**src/rtl/grant_router.sv**
```systemverilog
// grant_router: takes a one-hot grant from the 4-client arbiter and latches the
// granted client as owner of one shared output channel. It routes the owner's
// valid/data onto that channel and passes the sink's ready back to the owner.
// A tenure is capped at MAX_BEATS accepted beats. At tenure end the owner gets
// a one-cycle done pulse. A multi-hot grant seen in IDLE raises err_multi_gnt.
//
// Optional feature, enabled with the macro GRANT_ROUTER_STATS_EN:
//   adds stat_beats[15:0], a saturating count of accepted beats since reset.
//
// Handshake: a beat transfers on a rising edge where out_valid and out_ready
// are both high. In OWN, out_valid is valid_owner gated by gnt_owner.
// ready_owner is out_ready gated by gnt_owner, so the client and the sink see
// the same transfer. Every other ready stays low.
module grant_router #(
    parameter int DW        = 8,
    parameter int MAX_BEATS = 4
) (
    input  logic          clk,
    input  logic          reset,
    input  logic          gnt_0,
    input  logic          gnt_1,
    input  logic          gnt_2,
    input  logic          gnt_3,
    input  logic          valid_0,
    input  logic          valid_1,
    input  logic          valid_2,
    input  logic          valid_3,
    input  logic [DW-1:0] data_0,
    input  logic [DW-1:0] data_1,
    input  logic [DW-1:0] data_2,
    input  logic [DW-1:0] data_3,
    output logic          ready_0,
    output logic          ready_1,
    output logic          ready_2,
    output logic          ready_3,
    output logic          out_valid,
    output logic [DW-1:0] out_data,
    input  logic          out_ready,
    output logic [1:0]    out_owner,
    output logic          busy,
    output logic          done_0,
    output logic          done_1,
    output logic          done_2,
    output logic          done_3,
    output logic          err_multi_gnt,
`ifdef GRANT_ROUTER_STATS_EN
    output logic [15:0]   stat_beats,
`endif
    output logic [1:0]    dbg_state
);

    typedef enum logic [1:0] {
        IDLE    = 2'd0,
        OWN     = 2'd1,
        RELEASE = 2'd2
    } state_t;

    localparam logic [7:0] BEAT_CAP = MAX_BEATS[7:0];

    state_t          state, state_next;
    logic [7:0]      beat_cnt;
    logic [1:0]      owner;
    logic            err_q;
    logic [3:0]      gnt_vec;
    logic [3:0]      valid_vec;
    logic [DW-1:0]   data_arr [4];
    logic [3:0]      ready_vec;
    logic [3:0]      done_vec;
    logic            gnt_multi;
    logic            gnt_any;
    logic [1:0]      gnt_idx;
    logic            gnt_owner;
    logic            valid_owner;
    logic            accept;
    logic            cap_hit;

    assign gnt_vec     = {gnt_3, gnt_2, gnt_1, gnt_0};
    assign valid_vec   = {valid_3, valid_2, valid_1, valid_0};
    assign data_arr[0] = data_0;
    assign data_arr[1] = data_1;
    assign data_arr[2] = data_2;
    assign data_arr[3] = data_3;

    // Clearing the lowest set bit leaves something only when two or more grants are high.
    assign gnt_any     = |gnt_vec;
    assign gnt_multi   = |(gnt_vec & (gnt_vec - 4'd1));
    assign gnt_owner   = gnt_vec[owner];
    assign valid_owner = valid_vec[owner];
    assign accept      = (state == OWN) && valid_owner && gnt_owner && out_ready;
    assign cap_hit     = accept && ((beat_cnt + 8'd1) == BEAT_CAP);

    // Encode the granted client index; only used when exactly one grant is high.
    always_comb begin
        gnt_idx = 2'd0;
        case (gnt_vec)
            4'b0010: gnt_idx = 2'd1;
            4'b0100: gnt_idx = 2'd2;
            4'b1000: gnt_idx = 2'd3;
            default: gnt_idx = 2'd0;
        endcase
    end

    // State register; reset aborts any tenure without a done pulse.
    always_ff @(posedge clk or negedge reset) begin
        if (!reset) state <= IDLE;
        else        state <= state_next;
    end

    // Next-state logic: a tenure ends on the beat cap or when the owner loses its grant.
    always_comb begin
        state_next = state;
        case (state)
            IDLE:    if (gnt_any && !gnt_multi) state_next = OWN;
            OWN:     if (cap_hit || !gnt_owner) state_next = RELEASE;
            RELEASE: state_next = IDLE;
            default: state_next = IDLE;
        endcase
    end

    // Output decode: the channel is only connected to the owner while in OWN.
    always_comb begin
        out_valid = 1'b0;
        out_data  = '0;
        ready_vec = 4'b0000;
        done_vec  = 4'b0000;
        case (state)
            OWN: begin
                out_valid        = valid_owner & gnt_owner;
                out_data         = data_arr[owner];
                ready_vec[owner] = out_ready & gnt_owner;
            end
            RELEASE: done_vec[owner] = 1'b1;
            default: ;
        endcase
    end

    // Owner and beat counter are loaded on IDLE->OWN; the counter advances on each accepted beat.
    always_ff @(posedge clk or negedge reset) begin
        if (!reset) begin
            owner    <= 2'd0;
            beat_cnt <= 8'd0;
        end else if (state == IDLE && gnt_any && !gnt_multi) begin
            owner    <= gnt_idx;
            beat_cnt <= 8'd0;
        end else if (accept) begin
            beat_cnt <= beat_cnt + 8'd1;
        end
    end

    // A multi-hot grant sampled in IDLE gives a one-cycle error pulse on the following cycle.
    always_ff @(posedge clk or negedge reset) begin
        if (!reset) err_q <= 1'b0;
        else        err_q <= (state == IDLE) && gnt_multi;
    end

`ifdef GRANT_ROUTER_STATS_EN
    logic [15:0] stat_q;

    // Saturating count of every accepted beat since reset.
    always_ff @(posedge clk or negedge reset) begin
        if (!reset)                        stat_q <= 16'd0;
        else if (accept && stat_q != 16'hFFFF) stat_q <= stat_q + 16'd1;
    end

    assign stat_beats = stat_q;
`endif

    assign ready_0       = ready_vec[0];
    assign ready_1       = ready_vec[1];
    assign ready_2       = ready_vec[2];
    assign ready_3       = ready_vec[3];
    assign done_0        = done_vec[0];
    assign done_1        = done_vec[1];
    assign done_2        = done_vec[2];
    assign done_3        = done_vec[3];
    assign out_owner     = owner;
    assign busy          = (state != IDLE);
    assign err_multi_gnt = err_q;
    assign dbg_state     = state;

endmodule

```
**config.mk**
```make
export PLATFORM = sky130hd
export DESIGN_NAME = grant_router
export DESIGN_NICKNAME = d
export VERILOG_FILES = /design/src/rtl/grant_router.sv
export SDC_FILE = /design/constraint.sdc
export NUM_CORES = 1
export LEC_CHECK = 0
export CORE_MARGIN = 1.5
export CORE_UTILIZATION = 41
export DETAILED_ROUTE_END_ITERATION = 8
export PLACE_DENSITY = 0.86
export SLEW_MARGIN = 20
export SYNTH_ARGS = -nofsm -noshare
export SYNTH_HDL_FRONTEND = slang
export SYNTH_SLANG_ARGS = --single-unit
```
**constraint.sdc**
```tcl
create_clock -name clk -period 2.65 [get_ports clk]
set_input_delay 0.3975 -clock clk [delete_from_list [all_inputs] [get_ports clk]]
set_output_delay 0.3975 -clock clk [all_outputs]
set_load 0.03 [all_outputs]
```
[Word level (Yosys, flattened, before mapping)]
Cells that the tools add are included.
Word-level totals
  register bits after elaboration: 13
  bits of input ports: 43
  output and inout port bits: 23
  logic and storage cells: 59
Operators by class
  $add $sub $neg: 2
  order comparisons: 3
  eq/ne operators: 8
  muxes and demuxes: 19
  bitwise logic cells: 5
  reduce and logical (&&, ||, !) cells: 18
Operators with widths (count)
  8-bit 2-to-1 mux: 5
  8-bit binary-select mux with 2-bit select: 1
  1-bit logical AND: 9
  8-bit by 1-bit adder with 8-bit output (second input constant): 1
  4-bit AND: 2
  8-bit by 3-bit == test with 1-bit output (second input constant): 1
  4-bit 2-to-1 mux: 2
  4-bit OR reduction: 2
  2-bit case mux with 3 select lines: 1
  1-bit binary-select mux with 2-bit select: 2
  4-bit by 2-bit == test with 1-bit output (second input constant): 1
  4-bit by 3-bit == test with 1-bit output (second input constant): 1
  4-bit == test (second input constant): 1
  1-bit 2-to-1 mux: 4
  2-bit 2-to-1 mux: 2
  2-bit case mux with 2 select lines: 1
  2-bit nonzero test: 2
  4-bit by 1-bit subtractor with 4-bit output (second input constant): 1
  3-bit >= comparator (second input constant): 1
  2-bit by 3-bit less-than comparator with 1-bit output (second input constant): 1
  2-bit NOT with 3-bit output: 1
  1-bit AND: 2
  1-bit demux with 2-bit select: 1
  2-bit by 1-bit == test with 1-bit output (second input constant): 1
  8 further kinds: 9

[Depth between registers and ports, before layout]
Gate-level depths: netlist of the first run.
  depth after elaboration: 9
  depth in mapped cells: 6
  mapped depth without buffers: 5

[Worst setup path after synthesis of the first run]
Ideal clock, no wire load.
  kind: register to output
  start: register owner[0] (netlist: out_owner[0])
  end: output ready_0
  arrival: 2.062 ns
  data required time: 2.253 ns
  path slack: 0.191 ns
  cell stages (with the launch flop): 6
  buffers on the path: 1
  cell sequence: dfrtp_1 buf_6 or3b_1 o2111ai_4 or2_2 nor3_1
Between the ends
  cells in the longest elaborated chain, start to end: 6
RTL lines
  from (decl): RTL line 62  | logic [1:0] owner;
  from (signal assigned): RTL line 143  | owner <= gnt_idx;
  2-bit by 3-bit less-than comparator with 1-bit output (implied by the code) / 2-bit by 1-bit >= comparator with 1-bit output (equally long branches): RTL line 130  | ready_vec[owner] = out_ready & gnt_owner;
  1-bit logical AND (implied by the code): RTL line 130
  1-bit 2-to-1 mux (implied by the code): RTL line 130
  1-bit demux with 2-bit select: RTL line 130
  4-bit AND (no line) (*)
  4-bit 2-to-1 mux (*): RTL line 126  | case (state)
  to (decl): RTL line 32  | output logic ready_0,
Mark *: on every way between the ends. The rest lies on a longest branch, timed or not. The select of a mux whose other input is x is not followed.

[Worst setup path in the final report of the first run]
  start: register owner[0] (netlist: out_owner[0])
  end: output out_data[1]
Between the ends
  cells in the longest elaborated chain, start to end: 5
RTL lines
  2-bit NOT with 3-bit output (implied by the code): RTL line 129  | out_data = data_arr[owner];
  8-bit binary-select mux with 2-bit select: RTL line 129
  8-bit 2-to-1 mux (implied by the code) (2 in a row): RTL line 129
  8-bit 2-to-1 mux: RTL line 126
  to (decl): RTL line 37  | output logic [DW-1:0] out_data,
Every way passes these cells. The select of a mux whose other input is x is not followed.

==> results of run 1 <==
cell families after synthesis:
| family | Yosys count | synth area share |
|---|---|---|
| AND/OR/NAND/NOR | 54 | 0.2612 |
| multiplexers | 13 | 0.2302 |
| AO/OA/AOI/OAI | 17 | 0.1210 |
| adder cells (fa/ha/maj) | 2 | 0.01927 |
| buffers and inverters | 12 | 0.05246 |
| XOR/XNOR | 5 | 0.03747 |
| flip-flops | 13 | 0.2784 |
cells in the final DEF, fill, tap and decap left out, types with 2 or more instances in the layout:
master | Yosys | layout
mux4_1 | 5 | 5
nand2_1 | 4 | 4
and3_1 | 2 | 2
and2_1 | 8 | 8
inv_1 | 2 | 2
clkdlybuf4s50_1 | 0 | 59
o21ai_0 | 2 | 2
nor4_1 | 4 | 4
nand3_1 | 5 | 5
nand2b_1 | 4 | 4
dfrtp_1 | 13 | 11
buf_4 | 0 | 13
a21oi_1 | 4 | 4
xnor2_1 | 4 | 4
clkbuf_4 | 0 | 3
nor2_1 | 14 | 14
mux4_2 | 4 | 4
mux2_2 | 2 | 2
nor3_1 | 4 | 4
or2_2 | 2 | 2
where the power goes:
| part | leakage (nW) | internal (mW) | switching [mW] | total (mW) |
|---|---|---|---|---|
| combinational | 0.559 | 0.394 | 0.414 | 0.808 |
| clock | 0.0150 | 0.0581 | 0.0609 | 0.119 |
| sequential | 0.173 | 0.237 | 0.0710 | 0.308 |
| total | 0.747 | 0.689 | 0.546 | 1.23 |
state kept, by name, summed over array words and instances, names as in the netlist:
name and flops:
dbg_state 2, out_owner 2, err_multi_gnt 1, beat_cnt 8
worst register-to-register path: cells and delay by family, from the launching register on:
family / cells / cell delay (ps)
buf+inv: 2 / 410
simple gates: 1 / 280
flops: 1 / 580
mux: 2 / 590
compound gates: 2 / 230
stage by stage:
step	util	setup WS, ps	area (um^2)
final	0.6920	101.1	1892
after global routing	0.6920	7.371	1892
after CTS	0.6906	23.34	1888
after detailed placement	0.6810	89.91	1862
after global placement	0.6810	180.6	1862
after floorplan	-	190.7	1169
cells in the mapped netlist (2+ instances only):
cell,n,area [um^2]
nor2_1,14,52.55
dfrtp_1,13,325.3
and2_1,8,50.05
buf_2,5,25.02
mux4_1,5,131.4
nand3_1,5,25.02
a21oi_1,4,20.02
mux4_2,4,90.09
nand2_1,4,15.01
nand2b_1,4,25.02
nor3_1,4,20.02
nor4_1,4,25.02
xnor2_1,4,35.03
and3_1,2,12.51
clkbuf_1,2,7.510
inv_1,2,7.510
mux2_2,2,22.52
o21ai_0,2,10.01
or2_2,2,12.51
final timing paths:
path	slack, ps	depth (start not counted)	to	start
min	500	1	beat_cnt[0]	reset
max	100	3	out_data[1]	out_owner[0]
max reg2reg	500	7	beat_cnt[3]	out_owner[0]
max in group asynchronous	1710	1	out_owner[0]	reset
min reg2reg	530	1	beat_cnt[1]	beat_cnt[1]
min in group clk	530	1	beat_cnt[1]	beat_cnt[1]
area by class of cell:
type                            count  area, um^2  share of cell area
Sequential cell                    13       330.3              0.1746
Inverter                            4       17.52            0.009259
Tap cell                           31       38.79             0.02050
Timing Repair Buffer               73       696.9              0.3684
Multi-Input combinational cell     91       782.0              0.4134
Clock buffer                        4       26.28             0.01389
routing by layer:
layer | global-route usage | vias up | wire length [um] | share of wire
met5 | 0 | - | 0 | 0
met4 | 0.02041 | 0 | 14 | 0.0044
met3 | 0.03917 | 2 | 243 | 0.076
met2 | 0.3950 | 54 | 1599 | 0.50
met1 | 0.2482 | 559 | 1351 | 0.42
li1 | - | 572 | - | -
what timing repair did:
| action | in CTS | in global routing |
|---|---|---|
| gates resized for setup | 2 | 2 |
| setup endpoints to repair | 13 | 9 |
| buffers inserted | 0 | 0 |
==> flow_summary_export.csv, run 1 <==
group,metric,value,unit
worst_setup_path,end_kind,"output port",
clocking,cts-buffers-inserted,3,
sta,whs,502.5,ps
clocking,cts.hold.buffers_added,0,
power_and_ir_drop,total_power,1.235,mW
layout,layout-drive-gt1-share,0.1838,
grt,gr-total-overflow,0,
synth,async_flop_share,1.000,
synth,synth_cell_types,45,
layout,nFillCells,207,
clocking,h-tree-depth,1,
synth,synth-seq-area-share,0.2784,
sta,post-route-period-util,0.9619,
hold_path,hp-class,"input pin to asynchronous set/reset pin",
drt,drt_iter0_drc,39,
clocking,cts_root_buf,"clkbuf_4",
floorplanning,dieArea,3180,um^2
grt,grt_pass1_wl,5.326,mm
drt,wirelength,3.208,mm
grt,grt_pass1_vias,1180,
worst_setup_path,arrival,2150,ps
clocking,tritoncts,"yes",
clocking,clockBufferDepth,2,
layout,syn2layout_area_growth,61.88,%
power_and_ir_drop,ir_drop,573.6,uV
synth,avgSynthCellArea,10.07,um^2
worst_setup_path,slowest_stage,"mux4_1",
synth,ys.flop_type,"dfrtp_1",
grt,antenna_found_initial,0,
layout,fin_cells,216,
clocking,cts.clk_slew.worst_paths,80,ps
drt,via_count,1187,
sta,grt_setup_unrepaired,"no",
layout,nets,230,
sta,drv_slew,0,
grt,grt_max_degree,17,
worst_setup_path,crit_chain,"mux4_1 > and2_1 > clkdlybuf4s50_1",
floorplanning,chipHeight,56.39,um
clocking,cts_sinks,13,
floorplanning,die_x,56.39,um
worst_setup_path,required,2250,ps
place,portBuffers,65,
drt,ant_nets,0,
outcome,status,"complete, no violations",
sta,hold_violations,0,
drt,avgViaCountPerCell,5.495,
floorplanning,initial_core_util,0.4275,
grt,grt_usage,0.2072,
synth,ys_ff_latch,13,
floorplanning,core.rowCount,19,
place,dp.final_hpwl,2.591,mm
place,dp_cells,212,
drt,drc,0,
run,cap_viol_max_count,0,
sta,finClkSkew,1.895,ps
sta,slew_headroom,0.6058,
sta,finalSetupViolCount,0,
place,gp_congestion,0.7697,
worst_setup_path,path_delay_family,"multiplexers",
worst_setup_path,path_class,"flip-flop to output port",
layout,antennaDiodeCount,0,
synth,syn_inst,116,
sta,clock.fmax,0.3923,GHz
worst_setup_path,cp_slowest_stage_delay,590,ps
sta,tightest_slew,589.4,ps
drt,post_drt_wl_per_cell,14.85,um
sta,final.setup.tns,0,ps
power_and_ir_drop,p_leak,0.7473,nW
synth,syn-num-nets,160,
synth,syn_area,1169,um^2
worst_setup_path,critPathMaxFanout,13,
floorplanning,core_area,2734,um^2
floorplanning,io_pins,66,
power_and_ir_drop,power.density,652.7,nW/um^2
sta,fin_crit,2549,ps
synth,ys_warn_count,0,
synth,synth_edf_count,0,
worst_setup_path,cp-start-kind,"flip-flop",
worst_setup_path,crit_buf_inv,1,
drt,first_pass_iters,4,
clocking,clkLatencyLatePin,260,ps
(Power assumes the default switching activity.)
==> run 2: changes to the inputs <==
Settings changed: CORE_UTILIZATION 41 to 43, CTS_BUF_LIST set to sky130_fd_sc_hd__clkbuf_4 sky130_fd_sc_hd__clkbuf_8, PLACE_DENSITY 0.86 to 0.9.
==> flow_summary_export.csv, run 2 (same netlist as run 1, synthesis figures left out) <==
group,metric,value,unit
outcome,status,"complete, no violations",
drt,drt_iter0_drc,10,
sta,tightest_slew,579.2,ps
sta,drv_slew,0,
layout,nets,231,
layout,final_cell_mix,"clkdlybuf4s50_1, nor2_1, buf_4",
power_and_ir_drop,ir_drop,525.6,uV
layout,final_common_cell,"clkdlybuf4s50_1",
hold_path,hp-class,"input pin to asynchronous set/reset pin",
sta,clock.fmax,0.3910,GHz
clocking,cts_root_buf,"clkbuf_4",
sta,fin_crit,2558,ps
sta,post-route-period-util,0.9651,
worst_setup_path,crit_chain,"mux4_2 > and2_1 > clkdlybuf4s50_1",
floorplanning,dieArea,3039,um^2
worst_setup_path,critPathMaxFanout,11,
drt,first_pass_iters,4,
grt,grt_max_degree,18,
clocking,tritoncts,"yes",
grt,gr-total-overflow,0,
worst_setup_path,crit_buf_inv,1,
worst_setup_path,arrival,2160,ps
worst_setup_path,path_delay_family,"buffers and inverters",
drt,wirelength,3.693,mm
worst_setup_path,path_class,"flip-flop to output port",
clocking,cts.hold.buffers_added,0,
drt,ant_nets,0,
worst_setup_path,required,2250,ps
place,dp.final_hpwl,2.879,mm
grt,grt_pass1_vias,1065,
worst_setup_path,slowest_stage,"clkdlybuf4s50_1",
floorplanning,core_area,2522,um^2
grt,antenna_found_initial,0,
layout,regMostFlops,"beat_cnt",
clocking,cts_sinks,13,
layout,final_core_util,0.7584,
sta,hold_violations,0,
floorplanning,initial_core_util,0.4633,
clocking,h-tree-depth,1,
drt,drc,0,
place,dp_cells,211,
worst_setup_path,cp_slowest_stage_delay,600,ps
sta,final.setup.tns,0,ps
clocking,clockBufferDepth,2,
clocking,cts.clk_slew.worst_paths,90,ps
layout,fin_cells,216,
sta,finClkSkew,4.955,ps
clocking,cts-buffers-inserted,3,
floorplanning,io_pins,66,
grt,grt_pass1_wl,4.878,mm
place,portBuffers,65,
run,cap_viol_max_count,0,
place,gp_congestion,0.7677,
worst_setup_path,end_kind,"output port",
layout,syn2layout_area_growth,63.70,%
layout,antennaDiodeCount,0,
drt,via_count,1209,
sta,slew_headroom,0.6127,
sta,grt_setup_unrepaired,"no",
power_and_ir_drop,total_power,1.260,mW
worst_setup_path,cp-start-kind,"flip-flop",
drt,post_drt_wl_per_cell,17.10,um
floorplanning,die_x,55.13,um
layout,largest_register_ffs,8,
clocking,clkLatencyLatePin,290,ps
grt,grt_usage,0.2310,
floorplanning,core.rowCount,18,
layout,layout-drive-gt1-share,0.1935,
floorplanning,chipHeight,55.13,um
drt,avgViaCountPerCell,5.597,
sta,finalSetupViolCount,0,
power_and_ir_drop,power.density,658.9,nW/um^2
power_and_ir_drop,p_leak,0.8516,nW
-- run 2: changes by cell type in the layout (fill, tap and decap cells not counted) --
cell             previous run  this run
dfrtp_4                     1         0
clkdlybuf4s50_1            59        54
clkbuf_1                    1         0
dfrtp_2                     1         2
buf_4                      13        14
dlygate4sd2_1               1         0
clkinv_2                    0         1
dlymetal6s2s_1              0         6
-- run 2: power breakdown --
group / internal, mW / switching, mW
Sequential: 0.235 / 0.0688
Clock: 0.0563 / 0.0732
Combinational: 0.398 / 0.430
Total: 0.689 / 0.572
-- run 2: layout make-up --
class / instances / area, um^2
clock inverter: 1 / 5.005
timing repair buffer: 74 / 720.7
tap: 30 / 37.54
sequential: 13 / 327.8
fill: 182 / 609.3
clock buffer: 3 / 22.52
inverter: 4 / 17.52
multi-input combinational: 91 / 782.0
-- run 2: timing repair --
action	4_1_cts	5_1_grt
endpoints found under the setup margin	10	9
gates resized for setup	1	7
setup buffers	0	1
pin swaps	0	0
-- run 2: worst paths after layout --
| kind | cells past startpoint | to | from | slack, ps |
|---|---|---|---|---|
| setup / recovery | 3 | out_data[6] | out_owner[0] | 90 |
| hold reg to reg | 1 | beat_cnt[1] | beat_cnt[1] | 540 |
| hold / removal | 1 | dbg_state[1] | reset | 470 |
| max in group asynchronous | 1 | out_owner[1] | reset | 1770 |
| setup reg to reg | 7 | beat_cnt[3] | out_owner[0] | 530 |
| min in group clk | 1 | beat_cnt[1] | beat_cnt[1] | 540 |
-- run 2: per-layer routing --
| metal | vias up | GRT usage | part of all wire |
|---|---|---|---|
| li1 | 576 | - | - |
| met1 | 577 | 0.2416 | 0.34 |
| met2 | 49 | 0.4306 | 0.53 |
| met3 | 7 | 0.07796 | 0.12 |
| met4 | 0 | 0.07317 | 0.011 |
| met5 | - | 0 | 0 |
-- run 2: per-stage QoR --
| stage | instance area [um^2] | hold slack, ps | worst slack [ps] |
|---|---|---|---|
| floorplan | 1169 | 101.9 | 190.7 |
| global placement | 1861 | 509.9 | 207.0 |
| detailed placement | 1861 | 514.5 | 186.0 |
| CTS | 1889 | 486.9 | 25.41 |
| global route | 1913 | 524.2 | 29.55 |
| finish | 1913 | 468.3 | 92.35 |
